$ cat src/rtl/rival_spawn_ctrl_if.sv
// Rival controller bus: frame pacing and freeze in, rival position and score out.
// The controller uses the master modport; the consumer side uses slave.
interface rival_spawn_ctrl_if;
   logic       frame_tick;
   logic       stop;
   logic [9:0] rival_x;
   logic [9:0] rival_y;
   logic       rival_valid;
   logic [6:0] rival_random;
   logic       respawn;
   logic [7:0] score;

   modport master (
      input  frame_tick,
      input  stop,
      output rival_x,
      output rival_y,
      output rival_valid,
      output rival_random,
      output respawn,
      output score
   );

   modport slave (
      output frame_tick,
      output stop,
      input  rival_x,
      input  rival_y,
      input  rival_valid,
      input  rival_random,
      input  respawn,
      input  score
   );
endinterface

$ cat src/rtl/rival_spawn_ctrl.sv
// Rival-car spawn/motion controller with a free-running 8-bit LFSR.
// Optional macro RIVAL_SPEEDUP_EN: speed steps up every 8 rivals cleared, capped at MAX_SPEED.
//
//   state    | meaning
//   ST_SPAWN | sample LFSR, place rival at the top of the road (single cycle unless stop)
//   ST_MOVE  | advance rival_y by speed on each frame_tick until it leaves the background
//   ST_GAP   | no rival on screen; count GAP_FRAMES ticks down, then respawn
module rival_spawn_ctrl #(
   parameter int         OFFSET_BG_X = 200,
   parameter int         OFFSET_BG_Y = 150,
   parameter int         BG_H        = 240,
   parameter int         ROAD_X_MIN  = 40,
   parameter int         SPEED       = 2,
   parameter int         MAX_SPEED   = 6,
   parameter int         GAP_FRAMES  = 4,
   parameter logic [7:0] LFSR_SEED   = 8'hA5
) (
   input logic               clk,
   input logic               reset_n,
   rival_spawn_ctrl_if.master bus
);

   localparam logic [9:0] X_BASE     = 10'(OFFSET_BG_X + ROAD_X_MIN);
   localparam logic [9:0] Y_TOP      = 10'(OFFSET_BG_Y);
   localparam logic [9:0] Y_EXIT     = 10'(OFFSET_BG_Y + BG_H);
   localparam logic [9:0] SPEED_INIT = 10'((SPEED > MAX_SPEED) ? MAX_SPEED : SPEED);
   localparam logic [7:0] GAP_LOAD   = 8'(GAP_FRAMES);

   typedef enum logic [1:0] {
      ST_SPAWN = 2'd0,
      ST_MOVE  = 2'd1,
      ST_GAP   = 2'd2
   } state_t;

   state_t     state;
   logic [7:0] lfsr;
   logic       lfsr_fb;
   logic [7:0] gap_cnt;
   logic [9:0] rival_x;
   logic [9:0] rival_y;
   logic       rival_valid;
   logic [6:0] rival_random;
   logic       respawn;
   logic [7:0] score;
   logic [7:0] score_inc;
   logic [9:0] speed;
   logic [9:0] y_next;

   // Keeps running through stop so the player's timing perturbs the next spawn lane.
   assign lfsr_fb = lfsr[7] ^ lfsr[5] ^ lfsr[4] ^ lfsr[3];

   always_ff @(posedge clk or negedge reset_n) begin
      if (!reset_n) begin
         lfsr <= LFSR_SEED;
      end else begin
         lfsr <= {lfsr[6:0], lfsr_fb};
      end
   end

`ifdef RIVAL_SPEEDUP_EN
   localparam logic [9:0] SPEED_CAP = 10'(MAX_SPEED);

   always_ff @(posedge clk or negedge reset_n) begin
      if (!reset_n) begin
         speed <= SPEED_INIT;
      end else if (!bus.stop && state == ST_MOVE && bus.frame_tick && y_next >= Y_EXIT
                   && score != 8'hFF && score_inc[2:0] == 3'd0 && speed < SPEED_CAP) begin
         speed <= speed + 10'd1;
      end
   end
`else
   assign speed = SPEED_INIT;
`endif

   assign y_next    = rival_y + speed;
   assign score_inc = (score == 8'hFF) ? score : score + 8'd1;

   always_ff @(posedge clk or negedge reset_n) begin
      if (!reset_n) begin
         state        <= ST_SPAWN;
         gap_cnt      <= 8'd0;
         rival_x      <= X_BASE;
         rival_y      <= Y_TOP;
         rival_valid  <= 1'b0;
         rival_random <= 7'd0;
         respawn      <= 1'b0;
         score        <= 8'd0;
      end else begin
         respawn <= 1'b0;
         if (!bus.stop) begin
            case (state)
               ST_SPAWN: begin
                  rival_random <= lfsr[6:0];
                  rival_x      <= X_BASE + {3'b000, lfsr[6:0]};
                  rival_y      <= Y_TOP;
                  rival_valid  <= 1'b1;
                  respawn      <= 1'b1;
                  state        <= ST_MOVE;
               end
               ST_MOVE: begin
                  if (bus.frame_tick) begin
                     // On exit the rival stays at its last drawn row; only valid drops.
                     if (y_next >= Y_EXIT) begin
                        rival_valid <= 1'b0;
                        score       <= score_inc;
                        gap_cnt     <= GAP_LOAD;
                        state       <= ST_GAP;
                     end else begin
                        rival_y <= y_next;
                     end
                  end
               end
               ST_GAP: begin
                  if (bus.frame_tick) begin
                     if (gap_cnt <= 8'd1) begin
                        gap_cnt <= 8'd0;
                        state   <= ST_SPAWN;
                     end else begin
                        gap_cnt <= gap_cnt - 8'd1;
                     end
                  end
               end
               default: state <= ST_SPAWN;
            endcase
         end
      end
   end

   assign bus.rival_x      = rival_x;
   assign bus.rival_y      = rival_y;
   assign bus.rival_valid  = rival_valid;
   assign bus.rival_random = rival_random;
   assign bus.respawn      = respawn;
   assign bus.score        = score;

endmodule

$ cat src/flat_wrapper.sv
// flat-port wrapper written by rule: the top's interface ports become plain ports
module rival_spawn_ctrl_flat 
#(
   parameter int         OFFSET_BG_X = 200,
   parameter int         OFFSET_BG_Y = 150,
   parameter int         BG_H        = 240,
   parameter int         ROAD_X_MIN  = 40,
   parameter int         SPEED       = 2,
   parameter int         MAX_SPEED   = 6,
   parameter int         GAP_FRAMES  = 4,
   parameter logic [7:0] LFSR_SEED   = 8'hA5
)
  (clk, reset_n, bus_frame_tick, bus_stop, bus_rival_x, bus_rival_y, bus_rival_valid, bus_rival_random, bus_respawn, bus_score);
  rival_spawn_ctrl_if bus_i ();
  input logic clk;
  input logic reset_n;
  input wire logic [$bits(bus_i.frame_tick)-1:0] bus_frame_tick;
  input wire logic [$bits(bus_i.stop)-1:0] bus_stop;
  output wire logic [$bits(bus_i.rival_x)-1:0] bus_rival_x;
  output wire logic [$bits(bus_i.rival_y)-1:0] bus_rival_y;
  output wire logic [$bits(bus_i.rival_valid)-1:0] bus_rival_valid;
  output wire logic [$bits(bus_i.rival_random)-1:0] bus_rival_random;
  output wire logic [$bits(bus_i.respawn)-1:0] bus_respawn;
  output wire logic [$bits(bus_i.score)-1:0] bus_score;
  assign bus_i.frame_tick = bus_frame_tick;
  assign bus_i.stop = bus_stop;
  assign bus_rival_x = bus_i.rival_x;
  assign bus_rival_y = bus_i.rival_y;
  assign bus_rival_valid = bus_i.rival_valid;
  assign bus_rival_random = bus_i.rival_random;
  assign bus_respawn = bus_i.respawn;
  assign bus_score = bus_i.score;
  rival_spawn_ctrl #(.OFFSET_BG_X(OFFSET_BG_X), .OFFSET_BG_Y(OFFSET_BG_Y), .BG_H(BG_H), .ROAD_X_MIN(ROAD_X_MIN), .SPEED(SPEED), .MAX_SPEED(MAX_SPEED), .GAP_FRAMES(GAP_FRAMES), .LFSR_SEED(LFSR_SEED)) u_core (.clk(clk), .reset_n(reset_n), .bus(bus_i));
endmodule
$ cat config.mk
export PLATFORM = sky130hd
export DESIGN_NAME = rival_spawn_ctrl_flat
export DESIGN_NICKNAME = d
export VERILOG_FILES = /design/src/rtl/rival_spawn_ctrl_if.sv /design/src/rtl/rival_spawn_ctrl.sv /design/src/flat_wrapper.sv
export SDC_FILE = /design/constraint.sdc
export NUM_CORES = 1
export LEC_CHECK = 0
export ABC_AREA = 0
export BUFFER_PORTS_ARGS = -buffer_cell sky130_fd_sc_hd__clkbuf_2
export CAP_MARGIN = 20
export CORE_MARGIN = 1.5
export CORE_UTILIZATION = 35
export CTS_BUF_LIST = sky130_fd_sc_hd__clkbuf_8
export CTS_CLUSTER_SIZE = 28
export DETAILED_ROUTE_END_ITERATION = 6
export GPL_ROUTABILITY_DRIVEN = 1
export GPL_TIMING_DRIVEN = 0
export PLACE_DENSITY = 0.63
export SYNTH_ARGS = -nofsm -noshare
export SYNTH_HDL_FRONTEND = slang
export SYNTH_SLANG_ARGS = --single-unit
$ cat constraint.sdc
create_clock -name clk -period 7.16 [get_ports clk]
set_input_delay 1.432 -clock clk [delete_from_list [all_inputs] [get_ports clk]]
set_output_delay 1.432 -clock clk [all_outputs]
set_load 0.05 [all_outputs]
After elaboration in Yosys (flattened, before gate mapping)
Index checks and enable logic that the tools add are counted.
- register bits: 55
- input bits: 4
- bitwise logic cells: 5
- add/subtract/negate cells: 4
- equality and inequality tests: 8
- reductions and logical operators: 9
- multiplexer cells: 18
- order comparisons: 2
- operators with widths (kind ; number):
    2-to-1 mux 8 bit ; 4
    2-to-1 mux 10 bit ; 2
    one-hot mux 10 bit (2 select lines) ; 1
    one-hot mux 8 bit (2 select lines) ; 1
    AND reduction 5 bit ; 3
    adder 10 x 2 -> 10 bit, second input constant ; 1
    greater-or-equal comparator 10 x 9 -> 1 bit, second input constant ; 1
    adder 8 x 7 -> 9 bit, first input constant ; 1
    adder 8 x 1 -> 8 bit, second input constant ; 1
    == test 8 bit, second input constant ; 1
    <= comparator 8 x 1 -> 1 bit, second input constant ; 1
    2-to-1 mux 2 bit ; 4
    AND reduction 4 bit ; 2
    subtractor 8 x 1 -> 8 bit, second input constant ; 1
    inequality test 2 bit, second input constant ; 3
    one-hot mux 2 bit (3 select lines) ; 1
    2-to-1 mux 1 bit ; 4
    inequality test 2 x 1 -> 1 bit, second input constant ; 2
    nonzero test 2 bit ; 2
    XOR 1 bit ; 3
    == test 2 x 1 -> 1 bit, second input constant ; 1
    == test 2 bit, second input constant ; 1
    zero test 2 bit ; 1
    inverter 1 bit ; 2
    other kinds (2) ; 2

Logic depth before layout (Yosys ltp)
Gate-level depths: netlist of run 1.
- depth after elaboration: 5
- mapped depth: 9

Worst setup path before layout of run 1
Ideal clock, no wire load.
- kind: in2reg
- start point: input port bus_stop
- end point: register u_core.rival_y[3] (netlist: u_core.bus.rival_y[3])
- path buffers: 1
- arrival time: 2641 ps
- setup slack: 4395 ps
- required time: 7036 ps
- stages on the path: 5
- cells stage by stage: or3_2 > clkdlybuf4s15_1 > inv_1 > a21oi_2 > a211o_1
- cells in the longest elaborated chain, start to end: 2
- RTL lines (element ; line ; source):
    start, declared ; flat_wrapper.sv:18 ; input wire logic [$bits(bus_i.stop)-1:0] bus_stop;
    inverter 1 bit (no line) ; - ;
    AND reduction 4 bit (no line) ; - ;
    end signal, assigned ; rival_spawn_ctrl.sv:109 ; rival_y <= y_next;
    end, declared ; rival_spawn_ctrl.sv:40 ; logic [9:0] rival_y;
No other way between the ends.
A chain may end at the register's enable or synchronous reset.

Final worst setup path of run 1
- start point: input port bus_stop
- end point: register u_core.rival_y[5] (netlist: u_core.bus.rival_y[5])
The elaborated chain is that of the path after synthesis.

==> results of run 1 <==
worst max-delay path: cells and delay by family:
family | cells | cell delay (ns)
buf+inv | 3 | 0.70
compound gates | 2 | 0.46
simple gates | 1 | 0.40
cell usage after synthesis, drive strengths merged (2+ instances only):
cell / instances / area [µm²]
dfstp: 12 / 315
or2: 3 / 18.8
clkbuf: 6 / 42.5
a31oi: 2 / 12.5
o31ai: 4 / 30.0
o21ai: 20 / 100
dfrtp: 37 / 926
nor4b: 3 / 38.8
ha: 6 / 75.1
o211ai: 2 / 15.0
buf: 12 / 103
nor4: 4 / 52.6
and3: 4 / 28.8
nand2b: 4 / 32.5
a211o: 2 / 17.5
nor3: 7 / 35.0
nand2: 30 / 113
a21oi: 4 / 23.8
nand4: 4 / 25.0
inv: 8 / 30.0
nor2: 16 / 60.1
xor2: 4 / 35.0
xnor2: 9 / 78.8
nand3: 13 / 65.1
o41ai: 4 / 42.6
or3: 3 / 20.0
mux2i: 2 / 20.0
or4: 4 / 30.0
sequential cells by signal, summed over array words and instances (netlist names):
register	cells
u_core.state	2
u_core.gap_cnt	8
u_core.bus.respawn	1
u_core.bus.rival_valid	1
u_core.bus.score	8
u_core.bus.rival_y	9
u_core.bus.rival_x	5
u_core.lfsr	8
u_core.bus.rival_random	7
cells by family after synthesis:
family                     synth area share
xor gates and xnor gates             0.0439
and+or+nand+nor                       0.228
DFF                                   0.478
adders and majority gates            0.0289
muxes                                0.0120
other                               0.00144
buffers and inverters                0.0713
AOI/OAI and AO/OA                     0.136
routing by layer:
metal  GRT usage  part of all wire  vias up
li1            -                 -      975
met1       0.183              0.50      931
met2       0.221              0.46       38
met3      0.0259             0.032        7
met4      0.0420             0.013        0
met5           0                 0        -
per-stage QoR:
stage / std cells / utilization / cell area, µm² / power (mW)
finish: 397 / 0.423 / 3050 / 1.27
global placement: 388 / 0.404 / 2910 / 1.07
CTS: 397 / 0.423 / 3050 / 1.29
detailed placement: 389 / 0.407 / 2930 / 1.07
floorplan: 251 / - / 2600 / 0.931
global route: 397 / 0.423 / 3050 / 1.37
final timing paths:
| check | startpoint | endpoint | cells after the start |
|---|---|---|---|
| max | bus_stop | u_core.bus.rival_y[5]$_DFFE_PN0P_ | 6 |
| min | u_core.lfsr[1]$_DFF_PN0_ | u_core.lfsr[2]$_DFF_PN1_ | 0 |
| min in group asynchronous | reset_n | u_core.bus.rival_x[8]$_DFFE_PN0P_ | 1 |
| max reg2reg | u_core.bus.rival_y[1]$_DFFE_PN1P_ | u_core.bus.rival_y[5]$_DFFE_PN0P_ | 8 |
| min reg2reg | u_core.lfsr[1]$_DFF_PN0_ | u_core.lfsr[2]$_DFF_PN1_ | 0 |
| max in group asynchronous | reset_n | u_core.bus.rival_y[7]$_DFFE_PN1P_ | 2 |
power groups by stage:
stage | Combinational, mW | Sequential [mW] | Clock (mW)
after floorplan | 0.350 | 0.581 | 0
after global placement | 0.633 | 0.434 | 0
after detailed placement | 0.637 | 0.437 | 0
after CTS | 0.640 | 0.432 | 0.214
after global routing | 0.696 | 0.445 | 0.225
final | 0.637 | 0.432 | 0.205
final cells by class:
cell class                      instances  area (µm²)
Buffer                                 19         155
Timing Repair Buffer                   39         210
Multi-Input combinational cell        175        1170
Inverter                                8        30.0
Clock buffer                            6        82.6
Tap cell                               99         124
Clock inverter                          2        37.5
Fill cell                             722        4160
Sequential cell                        49        1240
==> results.py, run 1 <==
metrics = {
    "power_and_ir_drop": {
        "p_int_mw": 0.683,
        "powerDensity_nw_per_um2": 417,
        "p_leak_nw": 1.41,
        "seqPwrFrac": 0.339,
        "p_sw_mw": 0.591,
        "pwr-share-comb": 0.500,
        "swShare": 0.464,
        "clkPwrFrac": 0.161,
        "vdd_drop_max_mv": 0.150,
    },
    "clocking": {
        "htreeDepth": 2,
        "post_cts_buffers": 0,
        "hold_buffers": 0,
        "clk_latency_ns": 0.30,
        "cts_buffers": 5,
        "cts-root-buf": "clkbuf_8",
        "clkTransAtPathRegs_ns": 0.09,
        "numClockSinks": 49,
        "cts_resized": 0,
        "tritoncts": "done",
        "cts_buffer_depth": 2,
    },
    "timing": {
        "hold_slack_ns": 0.391,
        "worst_pin_slew_ns": 0.584,
        "setup_viol_count_final": 0,
        "period_needed_ns": 2.81,
        "setup_slack_ns": 4.35,
        "rsz0062_at_grt": "false",
        "hold_viol_final": 0,
        "report.final.slew_viol_count": 0,
        "skew_ns": 0.00516,
        "relSlewSlack": 0.607,
        "max_freq_mhz": 356,
        "finalSetupTns_ns": 0,
        "finalCritPeriodShare": 0.392,
    },
    "placement": {
        "globalplace.congestion": 0.753,
        "place_hpwl_um": 3750,
        "pre_cts_ws_ns": 4.02,
        "portBuffers": 38,
    },
    "critical_path": {
        "cpPeakStageDelay_ns": 0.40,
        "crit_fanout": 8,
        "cp-end-kind": "flip-flop",
        "path_class": "in2reg",
        "cp-start-kind": "input pin",
        "r2r_slack_ns": 4.62,
        "crit_slowest_cell": "or3_2",
        "critPathRequiredTime_ns": 7.35,
        "arrival_ns": 3.00,
        "path_cells": "clkbuf_2 -> or3_2 -> clkdlybuf4s15_1 -> inv_1 -> a21oi_2 -> a211o_1",
    },
    "die": {
        "die_x_um": 89.1,
        "start_util": 0.360,
        "die_area_um2": 7940,
        "ios": 41,
        "core_area_um2": 7210,
        "die-height_um": 89.1,
        "fp-row-count": 31,
    },
    "synthesis": {
        "mappedNetlistArea_um2": 2600,
        "syn_area_per_cell_um2": 10.4,
        "async_flop_share": 1.00,
        "synth-main-ff-cell": "dfrtp_1",
        "seq_area_frac_synth": 0.478,
        "ys_warn_count": 0,
        "synthCells": 250,
        "synth_edf_count": 0,
        "ys_seq_elements": 49,
        "yosys.cell_types.count": 62,
    },
    "global_route": {
        "first_global_vias": 1788,
        "overflow": 0,
        "grt_max_degree": 36,
        "grt_use_total": 0.136,
        "antenna_found_initial": 0,
        "grt_pass1_wl_um": 8400,
    },
    "finish": {
        "antenna_cells": 0,
        "layout-drive-gt1-share": 0.322,
        "layout_commonest_cell": "clkbuf_2",
        "area_growth_syn_to_layout_pct": 17.6,
        "final_cell_mix": "clkbuf_2, dfrtp_1, nand2_1",
        "nets": 307,
    },
    "hold_path": {
        "hold_class": "reg2reg",
    },
    "routing": {
        "first_iter_violations": 75,
        "wl_um": 5060,
        "via_count": 1951,
        "via_per_inst": 4.91,
        "antenna_left": 0,
        "drc": 0,
        "wire_per_inst_um": 12.7,
        "drt_first_pass_iters": 4,
    },
    "run": {
        "cap_violations": 0,
    },
    "run_status": {
        "status": "finished, final reports clean",
    },
}
(Power assumes the default switching activity.)
==> run 2, diff against run 1 <==
==> constraint.sdc (replaced) <==
create_clock -name clk -period 2.7 [get_ports clk]
set_input_delay 0.54 -clock clk [delete_from_list [all_inputs] [get_ports clk]]
set_output_delay 0.54 -clock clk [all_outputs]
set_load 0.05 [all_outputs]
==> results.py, run 2 (synthesized netlist as in run 1, its figures left out) <==
metrics = {
    "timing": {
        "hold_viol_final": 0,
        "rsz0062_at_grt": "false",
        "max_freq_mhz": 404,
        "period_needed_ns": 2.47,
        "finalSetupTns_ns": 0,
        "relSlewSlack": 0.607,
        "skew_ns": 0.00514,
        "hold_slack_ns": 0.155,
        "worst_pin_slew_ns": 0.584,
        "report.final.slew_viol_count": 0,
        "finalCritPeriodShare": 0.916,
        "setup_viol_count_final": 0,
    },
    "global_route": {
        "grt_max_degree": 36,
        "grt_use_total": 0.136,
        "overflow": 0,
        "antenna_found_initial": 0,
        "first_global_vias": 1788,
        "grt_pass1_wl_um": 8400,
    },
    "routing": {
        "drc": 0,
        "wire_per_inst_um": 12.8,
        "via_per_inst": 4.91,
        "wl_um": 5060,
        "first_iter_violations": 84,
        "antenna_left": 0,
        "via_count": 1950,
        "drt_first_pass_iters": 4,
    },
    "finish": {
        "final_cell_mix": "clkbuf_2, dfrtp_1, nand2_1",
        "area_growth_syn_to_layout_pct": 17.7,
        "largest_reg_flops": 9,
        "nets": 307,
        "layout_commonest_cell": "clkbuf_2",
        "regMostFlops": "u_core.bus.rival_y",
        "final_area_um2": 3060,
        "fillers": 721,
        "antenna_cells": 0,
        "layout-drive-gt1-share": 0.326,
    },
    "critical_path": {
        "cp-end-kind": "flip-flop",
        "critPathCapture": "u_core.bus.rival_y[5]$_DFFE_PN0P_",
        "critPathRequiredTime_ns": 2.94,
        "crit_fanout": 6,
        "cp-start-kind": "flip-flop",
        "crit_slowest_cell": "dfstp_2",
        "path_class": "reg2reg",
        "cpPeakStageDelay_ns": 0.60,
        "path_cells": "ha_2 -> and4_4 -> buf_6 -> a311oi_2 -> nor4_4 -> o211ai_1 -> a2111oi_2 -> a211o_1",
        "r2r_end": "u_core.bus.rival_y[5]$_DFFE_PN0P_",
        "cp-startpoint": "u_core.bus.rival_y[1]$_DFFE_PN1P_",
        "arrival_ns": 2.72,
        "reg2reg_depth": 8,
        "r2r_slack_ns": 0.23,
        "r2r_start": "u_core.bus.rival_y[1]$_DFFE_PN1P_",
    },
    "placement": {
        "place_hpwl_um": 3750,
        "portBuffers": 38,
        "placed_area_um2": 2930,
        "globalplace.congestion": 0.753,
    },
    "clocking": {
        "cts_buffers": 5,
        "post_cts_buffers": 0,
        "cts_buffer_depth": 2,
        "cts_resized": 0,
        "clk_latency_ns": 0.30,
        "clkTransAtPathRegs_ns": 0.09,
        "cts-root-buf": "clkbuf_8",
        "htreeDepth": 2,
        "tritoncts": "done",
        "numClockSinks": 49,
        "hold_buffers": 0,
    },
    "power_and_ir_drop": {
        "vdd_drop_max_mv": 0.397,
        "powerDensity_nw_per_um2": 1110,
        "p_leak_nw": 1.41,
    },
    "die": {
        "fp-row-count": 31,
        "core_area_um2": 7210,
        "die-height_um": 89.1,
        "ios": 41,
        "die_area_um2": 7940,
        "die_x_um": 89.1,
        "start_util": 0.360,
    },
    "hold_path": {
        "hold_class": "in2async",
    },
    "run": {
        "cap_violations": 0,
    },
    "run_status": {
        "status": "finished, final reports clean",
    },
}
run 2: power by group:
group          leakage (nW)  total (mW)  switching [mW]  internal [mW]
clock                0.0574       0.544           0.243          0.301
combinational         0.736        1.69            1.13          0.561
sequential            0.613        1.15           0.194          0.952
run 2: worst max-delay path, delay by kind of cell, from the launching register on:
kind	cells	cell delay (ns)
compound gates	4	0.83
fa+ha+maj	1	0.25
buf+inv	1	0.12
flops	1	0.60
simple gates	2	0.61
run 2: worst min-delay path by stage:
| stage | slack [ns] | end | from | depth (start not counted) |
|---|---|---|---|---|
| final | 0.16 | u_core.bus.rival_x[8]$_DFFE_PN0P_ | reset_n | 1 |
| after global routing | 0.17 | u_core.bus.rival_x[8]$_DFFE_PN0P_ | reset_n | 1 |
| after floorplan | 0.24 | u_core.bus.respawn$_DFF_PN0_ | reset_n | 0 |
| after CTS | 0.17 | u_core.bus.rival_x[8]$_DFFE_PN0P_ | reset_n | 1 |
| after detailed placement | 0.37 | u_core.lfsr[2]$_DFF_PN1_ | u_core.lfsr[1]$_DFF_PN0_ | 0 |
| after global placement | 0.37 | u_core.lfsr[2]$_DFF_PN1_ | u_core.lfsr[1]$_DFF_PN0_ | 0 |
run 2: cell type report:
type	count	area [µm²]	share of cell area
flip-flops and latches	49	1240	0.406
multi-input cells	175	1180	0.385
repair buffers	39	210	0.0688
plain buffers	19	155	0.0508
well taps	99	124	0.0405
clock buffers	6	82.6	0.0270
clock inverters	2	37.5	0.0123
inverters	8	30.0	0.00982
run 2: stage by stage:
| stage | worst slack, ns | std cells | utilization | power [mW] |
|---|---|---|---|---|
| final | 0.226 | 397 | 0.424 | 3.38 |
| after global placement | 0.182 | 388 | 0.404 | 2.83 |
| after CTS | 0.145 | 397 | 0.423 | 3.41 |
| after detailed placement | 0.186 | 389 | 0.407 | 2.85 |
| after floorplan | 0.215 | 251 | - | 2.47 |
| after global routing | 0.0609 | 397 | 0.424 | 3.63 |
run 2: per-layer routing:
layer,up-vias,routed length [µm],global-route usage
met5,-,0,0
met4,0,64,0.0420
met3,7,163,0.0259
met2,38,2320,0.221
met1,931,2520,0.183
li1,974,-,-
